## config.mk

```make
export PLATFORM = sky130hd
export DESIGN_NAME = barcode_rx
export DESIGN_NICKNAME = d
export VERILOG_FILES = /design/src/rtl/barcode_rx.sv
export SDC_FILE = /design/constraint.sdc
export NUM_CORES = 1
export LEC_CHECK = 0
export ABC_AREA = 1
export CAP_MARGIN = 30
export CORE_MARGIN = 1
export CORE_UTILIZATION = 60
export DETAILED_ROUTE_END_ITERATION = 6
export GPL_TIMING_DRIVEN = 0
export PLACE_DENSITY = 0.81
export REMOVE_ABC_BUFFERS = 1
export SYNTH_ARGS = -nofsm -noshare
export SYNTH_HDL_FRONTEND = slang
export SYNTH_SLANG_ARGS = --single-unit
```

## constraint.sdc

```tcl
create_clock -name clk -period 1.9 [get_ports clk]
set_input_delay 0.38 -clock clk [delete_from_list [all_inputs] [get_ports clk]]
set_output_delay 0.38 -clock clk [all_outputs]
set_load 0.03 [all_outputs]
```

## src/rtl/barcode_rx.sv

```systemverilog
`default_nettype none
// ============================================================================
// Module      : barcode_rx
// Description : Serial barcode receiver. It measures the low time of the start
//               bit as period P. It then samples each following data bit P
//               cycles after its falling edge, which gives 8 bits, MSB first.
//               An ID is published only when its top two bits are 00.
// Revision    : 1.0 - initial release
// ============================================================================
module barcode_rx (
  input  logic       clk,
  input  logic       rst_n,
  input  logic       BC,
  input  logic       clr_ID_vld,
  output logic [7:0] ID,
  output logic       ID_vld
);

  localparam logic [1:0]  S_IDLE      = 2'd0;
  localparam logic [1:0]  S_START     = 2'd1;
  localparam logic [1:0]  S_WAIT_FALL = 2'd2;
  localparam logic [1:0]  S_SAMPLE    = 2'd3;
  localparam logic [21:0] C_TMR_MAX   = 22'h3FFFFF;

  logic        r_bc_ff1;
  logic        r_bc_ff2;
  logic        r_bc_ff3;
  logic [1:0]  r_state;
  logic [21:0] r_timer;
  logic [21:0] r_period;
  logic [21:0] r_smp_timer;
  logic [3:0]  r_bit_cnt;
  logic [7:0]  r_shift;

  logic        w_bc_s;
  logic        w_fall;
  logic        w_sample;
  logic        w_frame_done;
  logic        w_id_ok;
  logic [7:0]  w_shift_nxt;
  logic [3:0]  w_bit_cnt_nxt;

  // Two-flop synchronizer plus a third flop that holds the previous value for edge detection
  always_ff @(posedge clk or negedge rst_n) begin
    if (!rst_n) begin
      r_bc_ff1 <= 1'b1;
      r_bc_ff2 <= 1'b1;
      r_bc_ff3 <= 1'b1;
    end else begin
      r_bc_ff1 <= BC;
      r_bc_ff2 <= r_bc_ff1;
      r_bc_ff3 <= r_bc_ff2;
    end
  end

  assign w_bc_s        = r_bc_ff2;
  assign w_fall        = r_bc_ff3 & ~r_bc_ff2;
  assign w_sample      = (r_state == S_SAMPLE) && (r_smp_timer == r_period);
  assign w_shift_nxt   = {r_shift[6:0], w_bc_s};
  assign w_bit_cnt_nxt = r_bit_cnt + 4'd1;
  assign w_frame_done  = w_sample && (w_bit_cnt_nxt >= 4'd8);
  assign w_id_ok       = (w_shift_nxt[7:6] == 2'b00);

  // Frame FSM: measure the start bit, then sample each data bit at P cycles after its falling edge
  always_ff @(posedge clk or negedge rst_n) begin
    if (!rst_n) begin
      r_state     <= S_IDLE;
      r_timer     <= 22'd0;
      r_period    <= 22'd0;
      r_smp_timer <= 22'd0;
      r_bit_cnt   <= 4'd0;
      r_shift     <= 8'h00;
    end else begin
      case (r_state)
        S_IDLE: begin
          if (w_fall) begin
            r_timer   <= 22'd0;
            r_bit_cnt <= 4'd0;
            r_shift   <= 8'h00;
            r_state   <= S_START;
          end
        end
        S_START: begin
          if (!w_bc_s) begin
            // Saturate rather than wrap so a stuck-low line never yields a short P
            if (r_timer != C_TMR_MAX) begin
              r_timer <= r_timer + 22'd1;
            end
          end else begin
            r_period <= r_timer;
            // A zero-length start bit carries no timing reference, so drop the frame
            r_state  <= (r_timer == 22'd0) ? S_IDLE : S_WAIT_FALL;
          end
        end
        S_WAIT_FALL: begin
          if (w_fall) begin
            r_smp_timer <= 22'd0;
            r_state     <= S_SAMPLE;
          end
        end
        S_SAMPLE: begin
          // Edges before the sample point are ignored; only the timer matters here
          if (w_sample) begin
            r_shift   <= w_shift_nxt;
            r_bit_cnt <= w_bit_cnt_nxt;
            r_state   <= (w_bit_cnt_nxt < 4'd8) ? S_WAIT_FALL : S_IDLE;
          end else begin
            r_smp_timer <= r_smp_timer + 22'd1;
          end
        end
        default: begin
          r_state <= S_IDLE;
        end
      endcase
    end
  end

  // Publish the ID only on a completed frame whose top two bits are 00
  always_ff @(posedge clk or negedge rst_n) begin
    if (!rst_n) begin
      ID <= 8'h00;
    end else if (w_frame_done && w_id_ok) begin
      ID <= w_shift_nxt;
    end
  end

  // Valid flag: a new valid frame sets it and takes priority over the consumer's clear
  always_ff @(posedge clk or negedge rst_n) begin
    if (!rst_n) begin
      ID_vld <= 1'b0;
    end else if (w_frame_done && w_id_ok) begin
      ID_vld <= 1'b1;
    end else if (clr_ID_vld) begin
      ID_vld <= 1'b0;
    end
  end

endmodule
`default_nettype wire

```

-- Yosys cells after proc, flatten, opt, wreduce, memory -nomap -nowiden
Index checks and enable logic that the tools add are counted.
- input port bits: 4
- bits in registers: 91
- output and inout port bits: 9
- logic and storage cells: 66
- bitwise operators: 2
- magnitude comparators: 2
- muxes and demuxes: 21
- equal/unequal tests: 12
- reductions and logical operators: 15
- add/subtract/negate cells: 3
- operators with widths (cell ; count):
    $mux 22 ; 4
    $pmux 22 s2 ; 2
    $add 22x1->22 const B ; 2
    $eq 22x22->1 ; 1
    $logic_not 22->1 ; 1
    $ne 22x22->1 const B ; 1
    $mux 7 ; 2
    $ne 2x2->1 const B ; 7
    $pmux 7 s2 ; 1
    $mux 2 ; 6
    $mux 4 ; 2
    $pmux 2 s4 ; 1
    $pmux 4 s2 ; 1
    $reduce_and 4->1 ; 2
    $reduce_bool 2->1 ; 4
    $reduce_and 3->1 ; 2
    $add 4x1->4 const B ; 1
    $eq 2x2->1 const B ; 2
    $ge 4x4->1 const B ; 1
    $logic_not 2->1 ; 2
    $lt 4x4->1 const B ; 1
    $logic_and 1x1->1 ; 3
    $eq 2x1->1 const B ; 1
    $mux 1 ; 2
    other kinds (3) ; 3

-- Longest topological paths before layout
Gate-level depths: netlist (run 1).
- word-level depth: 5
- gate-level depth with buffers: 12
- depth with buffers taken out: 11

-- Worst setup path after synthesis (run 1)
Ideal clock, no wire load.
- path type: flip-flop to flip-flop
- from: register r_timer[0]
- to: register r_timer[2]
- period minus slack after synthesis: 1.718 ns
- path slack: 0.182 ns
- buffers on the path: 1
- arrival time: 1.597 ns
- library setup time: 0.121 ns
- data required time: 1.779 ns
- stages on the path, launching flop included: 12
- cell sequence: dfrtp_1 ha_1 nand3_1 nor2_2 nand3_1 nor2_2 nand2_2 nand2_4 inv_4 buf_6 nand2_2 o21ai_2
- cells in the longest elaborated chain, start to end: 4
- elaborated cells on any way between the ends: 7
- classes of those cells: add/sub (1); eq/ne (2); mux (3); reduce/logical (1)
- RTL lines (item ; RTL line ; source):
    from (decl) ; 29 ; logic [21:0] r_timer;
    from (signal assigned) ; 87 ; r_timer <= r_timer + 22'd1;
    $add 22x1->22 ; 87 ;
    $mux 22 ; 86 ; if (r_timer != C_TMR_MAX) begin
    $mux 22 ; 84 ; if (!w_bc_s) begin
    $pmux 22 s2 ; 74 ; case (r_state)
Several ways; a longest one is shown, not always the timed one. The select of a mux whose other input is x is not followed.
A chain may end at the register's enable or synchronous reset.

-- Worst setup path after layout (run 1)
- from: register r_timer[1]
- to: register r_timer[21]
The elaborated chain is that of the path after synthesis.

==> results of run 1 <==
## logic make-up (layout without fill, tap and decap cells)
kind of cell / Yosys count / in the layout / share of synthesized area, %
buffers and inverters: 109 / 135 / 8.51
xor gates and xnor gates: 29 / 29 / 4.56
AOI/OAI and AO/OA: 44 / 44 / 4.74
adders and majority gates: 4 / 4 / 0.898
DFF: 91 / 91 / 40.9
and+or+nand+nor: 512 / 513 / 40.4
## cell usage in the layout, fill, tap and decap left out, drive strengths merged
cell | synthesis | routed
or2 | 2 | 2
nand2 | 288 | 289
o211ai | 1 | 1
nor3b | 1 | 1
nand3 | 72 | 72
xor2 | 27 | 27
nor3 | 20 | 20
inv | 86 | 89
nor2 | 105 | 105
xnor2 | 2 | 2
nand4 | 23 | 23
dlygate4sd3 | 0 | 1
bufinv | 0 | 1
clkdlybuf4s50 | 0 | 11
clkinvlp | 0 | 1
a21oi | 3 | 3
clkinv | 0 | 2
and2 | 1 | 1
ha | 4 | 4
buf | 12 | 21
o21ai | 40 | 40
clkbuf | 11 | 9
dfstp | 3 | 3
dfrtp | 88 | 88
## state kept, by name, indices dropped and copies added, names as in the netlist
name	count
r_timer	22
r_bit_cnt	4
r_period	22
ID	8
r_smp_timer	22
r_state	2
ID_vld	1
r_shift	7
r_bc_ff2	1
r_bc_ff1	1
r_bc_ff3	1
## layer usage
layer	global-route usage, %	vias to the layer above	share of wire [%]
met2	48.3	163	49
met1	39.3	2403	43
met5	0	-	0
met4	11.4	0	2.7
li1	-	2526	-
met3	4.37	42	5.3
## worst max-delay path by stage
stage / from / cells past startpoint / endpoint
floorplan: r_state[0] / 5 / r_period[8]
global placement: rst_n / 1 / r_timer[1]
detailed placement: r_state[1] / 6 / r_smp_timer[16]
global route: r_state[0] / 6 / r_period[5]
CTS: r_timer[1] / 10 / r_timer[12]
finish: r_timer[1] / 10 / r_timer[21]
## cells in the mapped netlist (2+ instances only)
cell type  number
nor2_2          4
inv_2          11
nand2_4         2
clkbuf_1       11
xnor2_1         2
o21ai_0        25
a21oi_1         3
o21ai_2        11
dfstp_2         3
nand4_1        22
o21ai_1         4
nor2_4          3
nor3_2          4
nor2_1         97
buf_6           7
nand2_1       275
nand2_2        11
nor3_1         15
ha_1            4
dfrtp_1        88
xor2_1         27
inv_1          74
buf_2           2
nand3_1        70
buf_4           2
## layout make-up
type                            instances  area (sq um)  share of cell area, %
Timing Repair Buffer                   33           330                   5.28
Tap cell                              108           135                   2.16
Sequential cell                        91          2300                   36.7
Inverter                               86           339                   5.42
Multi-Input combinational cell        590          2940                   47.0
Clock buffer                            9           124                   1.98
Clock inverter                          7          87.6                   1.40
## through the flow
| stage | instance area, sq um | setup TNS, ps | cells | setup slack [ps] | util (%) |
|---|---|---|---|---|---|
| final | 6250 | 0 | 924 | 66.7 | 70.7 |
| after global routing | 6250 | -55.4 | 924 | -17.8 | 70.7 |
| after CTS | 6060 | 0 | 910 | 13.6 | 68.5 |
| after detailed placement | 5730 | -45760 | 888 | -826 | 64.8 |
| after global placement | 5680 | -303280 | 886 | -2780 | 64.2 |
| after floorplan | 5430 | -5640 | 766 | -221 | - |
## what timing repair did
action / in CTS / in global routing
hold buffers: 1 / 0
hold endpoints to repair: 22 / 0
pin swaps: 1 / 5
endpoints found under the setup margin: 88 / 46
gates resized for setup: 16 / 20
setup buffers: 5 / 13
gates cloned: 0 / 1
## critical path: cells and delay by family (launching register included)
family,cells,cell delay (ps)
buffers and inverters,1,190
AND/OR/NAND/NOR,7,810
flip-flops,1,450
AO/OA/AOI/OAI,1,90
adder cells (fa/ha/maj),1,200
## power groups by stage
stage	clock, W	sequential (W)	combinational [W]
after floorplan	0	0.00224	0.00107
after global placement	0	0.00227	0.00138
after detailed placement	0	0.00228	0.00147
after CTS	0.00146	0.00226	0.00161
after global routing	0.00152	0.00231	0.00208
final	0.00144	0.00229	0.00192
==> metrics.log, run 1 <==
[metrics] run status: finished, final reports clean
[metrics] clock insertion delay at the later pin of the skew report: between 300 and 400 ps
[metrics] data arrival time at the worst-slack endpoint: approximately 2100 ps
[metrics] power density over the cells: 904 nW/um^2
[metrics] number of fill cells: between 600 and 700
[metrics] HP Start: r_bc_ff1
[metrics] Least-Margin Pin Slew: ~580 ps
[metrics] worst stage delay on the critical path: ~450 ps
[metrics] number of buffer cells added on primary ports: 12
[metrics] Post-Route Hold Slack: 370 ps
[metrics] synthesized cell area: 5580 sq um
[metrics] headroom to the max-slew limit: about three fifths
[metrics] standby leakage power: between 2 and 3 nW
[metrics] crit path capture type: register
[metrics] first drt pass iteration count: 7
[metrics] endpoints failing hold: 0
[metrics] setup repair after global routing missed its margin: yes
[metrics] reg-to-reg setup timing slack: around 67 ps
[metrics] max capacitance violation total: 0
[metrics] clock share of power: between 20% and 30%
[metrics] clock slew at reported path FFs: about 100 ps
[metrics] die area: 9680 sq um
[metrics] sequential share of the synthesized area: approximately 41%
[metrics] FFs w/ async S/R, synth: 100%
[metrics] number of antenna violations at the first check in global routing: 0
[metrics] GRT Total Usage: between 20% and 30%
[metrics] Total Power: approximately 0.0057 W
[metrics] maximum clock frequency: 0.545 GHz
[metrics] startpoint class of the critical path: register
[metrics] Primary FF master, synth: dfrtp_1
[metrics] number of antenna-violating nets in the routed design: 0
[metrics] TritonCTS clock tree: yes
[metrics] sequential cell fraction of total power: 40.5%
[metrics] hold path depth: 0
[metrics] DR iter-0 viols: between 300 and 400
[metrics] Cell Int Power: between 0.003 and 0.004 W
[metrics] largest net degree at the start of global routing: 70
[metrics] NetSw: 0.00233 W
[metrics] data required time of the worst path: between 2000 and 2500 ps
[metrics] antenna cells: 0
[metrics] synth unique cells: 37
[metrics] Clk Tree Root Cell: clkbuf_8
[metrics] final worst clock skew: approximately 13 ps
[metrics] area share of the largest cell type after synthesis: between 30% and 40%
[metrics] worst-case vdd ir drop: 0.000546 V
[metrics] largest driver fanout on the critical path: 11
[metrics] effective utilization at floorplan: a little over three fifths
[metrics] HP Class: reg2reg
[metrics] R2R cell count: 10
[metrics] routability congestion estimate from global placement: between 0.9 and 1
[metrics] worst path cell trace: ha_4 -> nand3_2 -> nor2_4 -> nand3_1 -> nor2_2 -> nand2_2 -> nand2_8 -> buf_4 -> nand2_1 -> o21ai_0
[metrics] Area contributors post-synth: dfrtp_1 (39%), nand2_1 (19%), nor2_1 (6.5%)
[metrics] standard cell core area: 8850 sq um
[metrics] max-slew violation total from the final report: 0
[metrics] Sw Ratio: between 40 and 50%
[metrics] wire length reported by the detailed router: between 10 and 15 mm
[metrics] number of nets in the layout: ~820
[metrics] flop and latch count out of synthesis: 91
[metrics] overall via count from detail_route: approximately 5100
[metrics] number of buffers created by CTS: 9
[metrics] post-layout minimum cycle time: ~1800 ps
[metrics] average wire per cell in the routed design: approximately 15 um
[metrics] endpoint of the lowest-slack register-to-register path: r_timer[21]
[metrics] growth of design area from synthesis to finish: 12.2%
[metrics] maximum clock insertion buffer count: 2
[metrics] H-tree depth reported by CTS: 3
[metrics] die outline width: 98.4 um
[metrics] Synth area leader: dfrtp_1
[metrics] placed wire-length estimate: roughly 9.2 mm
[metrics] standard cell with the maximum stage delay on the critical path: dfrtp_1
[metrics] Std-Cell Rows: 34
[metrics] hold path endpoint: r_bc_ff2
[metrics] number of enable flip-flop cells after synthesis: 0
[metrics] Clock Sink Count: 91
[metrics] first-pass GRT wire length: roughly 23 mm
[metrics] number of failing setup endpoints in the final timing report: 0
[metrics] Worst Setup Path Type: reg2reg
[metrics] count of unresolved DRC violations after routing: 0
[metrics] Mean Syn Cell Area: between 7 and 8 sq um
[metrics] number of top-level pins: 13
[metrics] overflow left after global routing: 0
[metrics] combinational cell fraction of total power: roughly 34%
[metrics] height of the die: 98.4 um
[metrics] gate count of the mapped netlist: about 790
[metrics] drt via density: around 5.6
[metrics] period utilisation layout: a little over nine tenths
[metrics] number of global-route vias before repair: 4835
[metrics] yosys synthesis warning count: 0
[metrics] reg-to-reg startpoint: r_timer[1]
[metrics] share of layout cells above drive strength 1: 14.0%
(Power assumes the default switching activity.)
==> run 2: changes to the inputs <==
==> constraint.sdc (replaced) <==
create_clock -name clk -period 1.8 [get_ports clk]
set_input_delay 0.36 -clock clk [delete_from_list [all_inputs] [get_ports clk]]
set_output_delay 0.36 -clock clk [all_outputs]
set_load 0.03 [all_outputs]
==> metrics.log, run 2 (synthesized netlist as in run 1, its figures left out) <==
[metrics] run status: finished, violations left
[metrics] violations in the final reports: design-rule violations, negative setup slack
[metrics] Worst path most repeated cell: nand2_1
[metrics] effective utilization at floorplan: a little over three fifths
[metrics] largest driver fanout on the critical path: 7
[metrics] met2 track demand over resource: 48.8%
[metrics] number of failing setup endpoints in the final timing report: 3
[metrics] crit path capture type: register
[metrics] hold path endpoint: r_bc_ff2
[metrics] clock insertion delay at the later pin of the skew report: ~370 ps
[metrics] die outline width: slightly below 100 um
[metrics] Std-Cell Rows: 34
[metrics] worst-case vdd ir drop: 0.000655 V
[metrics] GRT Total Usage: a little under 30%
[metrics] H-tree depth reported by CTS: 3
[metrics] maximum clock insertion buffer count: 2
[metrics] number of buffer cells added on primary ports: 12
[metrics] R2R cell count: 12
[metrics] endpoint of the lowest-slack register-to-register path: r_state[0]
[metrics] final worst clock skew: about 15 ps
[metrics] number of buffers created by CTS: 9
[metrics] Clock Sink Count: 91
[metrics] met1 track utilization from global routing: around 40%
[metrics] Worst Setup Path Type: reg2reg
[metrics] met3 Use GR: roughly 4.7%
[metrics] growth of design area from synthesis to finish: 17.6%
[metrics] headroom to the max-slew limit: between 70 and 80%
[metrics] number of top-level pins: 13
[metrics] first-pass GRT wire length: ~23 mm
[metrics] number of nets in the layout: 844
[metrics] Final Cell Area: around 6600 sq um
[metrics] standby leakage power: between 3 and 4 nW
[metrics] reg-to-reg setup timing slack: -40 ps
[metrics] period utilisation layout: 102%
[metrics] DR iter-0 viols: just over 400
[metrics] first drt pass iteration count: 7
[metrics] Total Power: ~0.0063 W
[metrics] maximum clock frequency: around 0.54 GHz
[metrics] power density over the cells: 967 nW/um^2
[metrics] worst stage delay on the critical path: about 450 ps
[metrics] placed instance area: approximately 5700 sq um
[metrics] number of global-route vias before repair: about 4800
[metrics] TritonCTS clock tree: yes
[metrics] largest registers: r_period (22), r_smp_timer (22), r_timer (22)
[metrics] largest net degree at the start of global routing: 70
[metrics] endpoints failing hold: 0
[metrics] share of layout cells above drive strength 1: between 10% and 20%
[metrics] startpoint class of the critical path: register
[metrics] grt peak-use layer: met2
[metrics] Bufs and invs on worst path: 2
[metrics] data arrival time at the worst-slack endpoint: approximately 2100 ps
[metrics] HP Class: reg2reg
[metrics] reg-to-reg startpoint: r_smp_timer[15]
[metrics] die area: about 9700 sq um
[metrics] max capacitance violation total: 0
[metrics] most common library cell in the layout ignoring fill and taps: nand2_1
[metrics] standard cell with the maximum stage delay on the critical path: dfrtp_2
[metrics] number of antenna-violating nets in the routed design: 0
[metrics] worst path cell trace: inv_2 -> nand2_2 -> nand2_1 -> nor2_1 -> nand2_1 -> nor2_4 -> nand3_4 -> nand2_8 -> buf_6 -> nand2_1 -> nand2_1 -> nand2_1
[metrics] data required time of the worst path: 2080 ps
[metrics] placed wire-length estimate: 9.25 mm
[metrics] average wire per cell in the routed design: about 16 um
[metrics] height of the die: between 90 and 100 um
[metrics] overflow left after global routing: 0
[metrics] drt via density: between 5 and 6
[metrics] antenna cells: 0
[metrics] Least-Margin Pin Slew: about 430 ps
[metrics] wire length reported by the detailed router: around 15 mm
[metrics] routability congestion estimate from global placement: approximately 0.94
[metrics] max-slew violation total from the final report: 0
[metrics] hold path depth: 0
[metrics] overall via count from detail_route: about 5400
[metrics] cell family with the largest share of critical-path delay: simple AND/OR/NAND/NOR gates
[metrics] HP Start: r_bc_ff1
[metrics] count of unresolved DRC violations after routing: 1
[metrics] most used cells in the layout excluding fill and tap cells: nand2_1 (268), nor2_1 (94), inv_1 (70)
[metrics] standard cell core area: ~8800 sq um
[metrics] Worst Slack Setup Final: -35.2 ps
[metrics] summed negative setup slack over all endpoints: -41.6 ps
[metrics] post-layout minimum cycle time: 1840 ps
[metrics] number of antenna violations at the first check in global routing: 0
[metrics] Clk Tree Root Cell: clkbuf_8
[metrics] setup repair after global routing missed its margin: yes
[metrics] clock slew at reported path FFs: between 100 and 150 ps
[run 2: cell types whose count changed in the layout (fill, tap and decap cells not counted), sizes merged]
cell           delta
inv               +1
clkdlybuf4s50     -9
nand2             +2
buf              +23
clkinv            -1
dlymetal6s2s      +9
[run 2: metrics by stage]
step	utilization, %	setup slack (ps)	cells	hold WS (ps)
final	74.1	-35.2	949	370
after global routing	74.1	-93.2	949	375
after CTS	68.9	6.49	910	372
after detailed placement	64.8	-926	888	278
after global placement	64.2	-2860	886	349
after floorplan	-	-321	766	64.4
[run 2: worst max-delay path by stage]
stage | cells after the start | slack (ps) | end | start
floorplan | 5 | -320 | r_period[8] | r_state[0]
global placement | 1 | -2860 | r_timer[1] | rst_n
detailed placement | 6 | -930 | r_smp_timer[16] | r_state[1]
CTS | 10 | 6 | r_timer[11] | r_bc_ff2
global route | 12 | -90 | r_state[0] | r_smp_timer[15]
finish | 12 | -40 | r_state[0] | r_smp_timer[15]
[run 2: what timing repair did]
item                                    CTS  global route
setup buffers                             5            36
cloned                                    0             3
pin swaps                                 1            16
hold buffers                              1             0
endpoints found under the setup margin   88            93
gates resized for setup                  25            47
hold endpoints to repair                 22             0
[run 2: layout make-up]
class	instances	area [sq um]
clock inverters	7	87.6
repair buffers	56	542
inverters	86	343
multi-input cells	592	3020
fillers	643	2290
flip-flops and latches	91	2310
clock buffers	9	124
well taps	108	135
[run 2: worst register-to-register path, cell delays in order (launching register included)]
cell,delay [ps]
dfrtp_2,450
inv_2,60
nand2_2,70
nand2_1,80
nor2_1,160
nand2_1,110
nor2_4,180
nand3_4,160
nand2_8,180
buf_6,120
nand2_1,60
nand2_1,60
nand2_1,50
[run 2: power by group]
part	total, W	internal, W	switching, W
logic	0.00240	0.000857	0.00154
registers	0.00243	0.00219	0.000232
clock network	0.00152	0.000680	0.000841
total	0.00634	0.00373	0.00261
[run 2: metal layers]
layer / up-vias / wire [um]
met1: 2527 / 6100
met3: 56 / 1100
met5: - / 0
met2: 274 / 7540
li1: 2580 / -
met4: 0 / 447
==> run 3: changes to the inputs <==
--- a/config.mk
+++ b/config.mk
@@ -10,8 +10,9 @@
 export CORE_MARGIN = 1
 export CORE_UTILIZATION = 60
 export DETAILED_ROUTE_END_ITERATION = 6
+export DONT_BUFFER_PORTS = 1
 export GPL_TIMING_DRIVEN = 0
-export PLACE_DENSITY = 0.81
+export PLACE_DENSITY = 0.8
 export REMOVE_ABC_BUFFERS = 1
 export SYNTH_ARGS = -nofsm -noshare
 export SYNTH_HDL_FRONTEND = slang
==> metrics.log, run 3 (synthesized netlist as in run 1, its figures left out) <==
[metrics] average wire per cell in the routed design: between 10 and 15 um
[metrics] antenna cells: 0
[metrics] data required time of the worst path: about 2100 ps
[metrics] worst-case vdd ir drop: about 0.0008 V
[metrics] largest registers: r_period (22), r_smp_timer (22), r_timer (22)
[metrics] effective utilization at floorplan: ~63%
[metrics] area of the multi-input gates: a little under 3000 sq um
[metrics] placed instance area: 5590 sq um
[metrics] crit path capture type: register
[metrics] power density over the cells: ~950 nW/um^2
[metrics] NetSw: between 0.002 and 0.0025 W
[metrics] post-layout util: between 70% and 80%
[metrics] Post-Route Hold Slack: -313 ps
[metrics] maximum clock frequency: approximately 0.57 GHz
[metrics] hold_buf cts: 1
[metrics] run status: finished, violations left
[metrics] violations in the final reports: negative hold slack
[metrics] origin of the worst setup path: r_bit_cnt[0]
[metrics] Final Cell Area: ~6200 sq um
[metrics] maximum clock insertion buffer count: 2
[metrics] reg-to-reg setup timing slack: around 32 ps
[metrics] clock insertion delay at the later pin of the skew report: ~370 ps
[metrics] count of unresolved DRC violations after routing: 0
[metrics] HP Class: in2async
[metrics] TritonCTS clock tree: yes
[metrics] number of failing setup endpoints in the final timing report: 0
[metrics] worst setup path endpoint: ID[4]
[metrics] DR iter-0 viols: approximately 320
[metrics] Std-Cell Rows: 34
[metrics] combinational cell fraction of total power: 36.8%
[metrics] number of antenna-violating nets in the routed design: 0
[metrics] headroom to the max-slew limit: about three quarters
[metrics] clock slew at reported path FFs: approximately 90 ps
[metrics] largest net degree at the start of global routing: ~90
[metrics] reg-to-reg startpoint: r_bit_cnt[0]
[metrics] number of fill cells: approximately 700
[metrics] most common library cell in the layout ignoring fill and taps: nand2_1
[metrics] Least-Margin Pin Slew: roughly 400 ps
[metrics] GRT Total Usage: around 28%
[metrics] number of global-route vias before repair: about 4700
[metrics] endpoints failing hold: 91
[metrics] Worst Setup Path Type: reg2reg
[metrics] overflow left after global routing: 0
[metrics] final worst clock skew: about 14 ps
[metrics] number of buffer cells added on primary ports: 0
[metrics] R2R cell count: 7
[metrics] Cell Int Power: 0.00351 W
[metrics] overall via count from detail_route: just over 5000
[metrics] share of layout cells above drive strength 1: 17.3%
[metrics] max-slew violation total from the final report: 0
[metrics] number of top-level pins: 13
[metrics] height of the die: 98.4 um
[metrics] number of buffers created by CTS: 9
[metrics] post-layout minimum cycle time: about 1800 ps
[metrics] drt via density: roughly 5.5
[metrics] Sw Ratio: just over 40%
[metrics] endpoint of the lowest-slack register-to-register path: ID[4]
[metrics] number of nets in the layout: 819
[metrics] max capacitance violation total: 0
[metrics] largest driver fanout on the critical path: 9
[metrics] sequential cell fraction of total power: around two fifths
[metrics] period utilisation layout: 98.2%
[metrics] Clock Sink Count: between 90 and 100
[metrics] most used cells in the layout excluding fill and tap cells: nand2_1 (269), nor2_1 (92), dfrtp_1 (71), inv_1 (71), nand3_1 (69)
[metrics] standby leakage power: about 2.9 nW
[metrics] routability congestion estimate from global placement: 0.927
[metrics] growth of design area from synthesis to finish: 12.0%
[metrics] die area: 9680 sq um
[metrics] number of antenna violations at the first check in global routing: 0
[metrics] die outline width: 98.4 um
[metrics] clock share of power: ~22%
[metrics] first drt pass iteration count: 5
[metrics] setup repair after global routing missed its margin: yes
[metrics] H-tree depth reported by CTS: 3
[metrics] first-pass GRT wire length: 21.7 mm
[metrics] data arrival time at the worst-slack endpoint: ~2000 ps
[metrics] startpoint class of the critical path: register
[metrics] placed wire-length estimate: between 8 and 9 mm
[metrics] standard cell core area: slightly below 9000 sq um
[metrics] wire length reported by the detailed router: 13.1 mm
[metrics] Clk Tree Root Cell: clkbuf_8
[metrics] storage element area: 2300 sq um
-- run 3: changes by cell type in the layout (fill, tap and decap cells not counted), sizes merged --
cell           delta
bufinv            -1
dlymetal6s2s      -9
inv               -2
clkinv            +2
buf              -13
nand2             -1
clkinvlp          +1
clkdlybuf4s50     -2
-- run 3: how the worst min path moves through the flow --
stage                     startpoint         endpoint  slack [ps]  cells past startpoint
after floorplan                rst_n            ID[0]          60                      0
after global placement         rst_n  r_smp_timer[10]          70                      0
after detailed placement       rst_n  r_smp_timer[11]          70                      0
after CTS                      rst_n       r_timer[2]        -340                      0
after global routing           rst_n      r_timer[19]        -340                      0
final                          rst_n  r_smp_timer[11]        -310                      0
-- run 3: repair_timing --
action,in CTS,in global routing
hold endpoints to repair,92,91
gates resized for setup,29,25
setup endpoints to repair,88,58
setup buffers,5,25
pin swaps,2,11
gates cloned,0,2
-- run 3: area by class of cell --
type | instances | area share, %
inverter | 86 | 5.43
clock buffer | 9 | 1.98
timing repair buffer | 32 | 4.81
multi-input combinational | 591 | 47.8
tap | 108 | 2.16
sequential | 91 | 36.9
clock inverter | 7 | 0.962
-- run 3: metrics by stage --
stage          std cells  power, W  setup TNS [ps]  setup slack, ps
2_1_floorplan        766   0.00349          -12170             -321
3_3_place_gp         874   0.00381          -65220            -1060
3_5_place_dp         875   0.00389          -57890             -858
4_1_cts              897   0.00539               0             1.14
5_1_grt              924   0.00623            -237            -57.5
6_report             924   0.00590               0             32.3
-- run 3: power groups by stage --
| stage | Sequential [W] | Clock (W) | Combinational [W] |
|---|---|---|---|
| global placement | 0.00241 | 0 | 0.00140 |
| floorplan | 0.00236 | 0 | 0.00113 |
| detailed placement | 0.00242 | 0 | 0.00147 |
| finish | 0.00243 | 0.00130 | 0.00217 |
| CTS | 0.00241 | 0.00133 | 0.00165 |
| global route | 0.00244 | 0.00141 | 0.00238 |
-- run 3: critical path, stage by stage (launching register included) --
cell	delay, ps
dfrtp_1	450
nand3_1	120
nand2_1	60
and2_1	190
nor3_4	300
nand4_2	310
nand2_1	160
nand2_1	70
-- run 3: layer usage --
metal / up-vias / routed length (um) / global-route usage [%]
met4: 0 / 207 / 9.41
met1: 2374 / 5680 / 35.9
li1: 2520 / - / -
met5: - / 0 / 0
met2: 154 / 6540 / 48.2
met3: 23 / 719 / 4.72
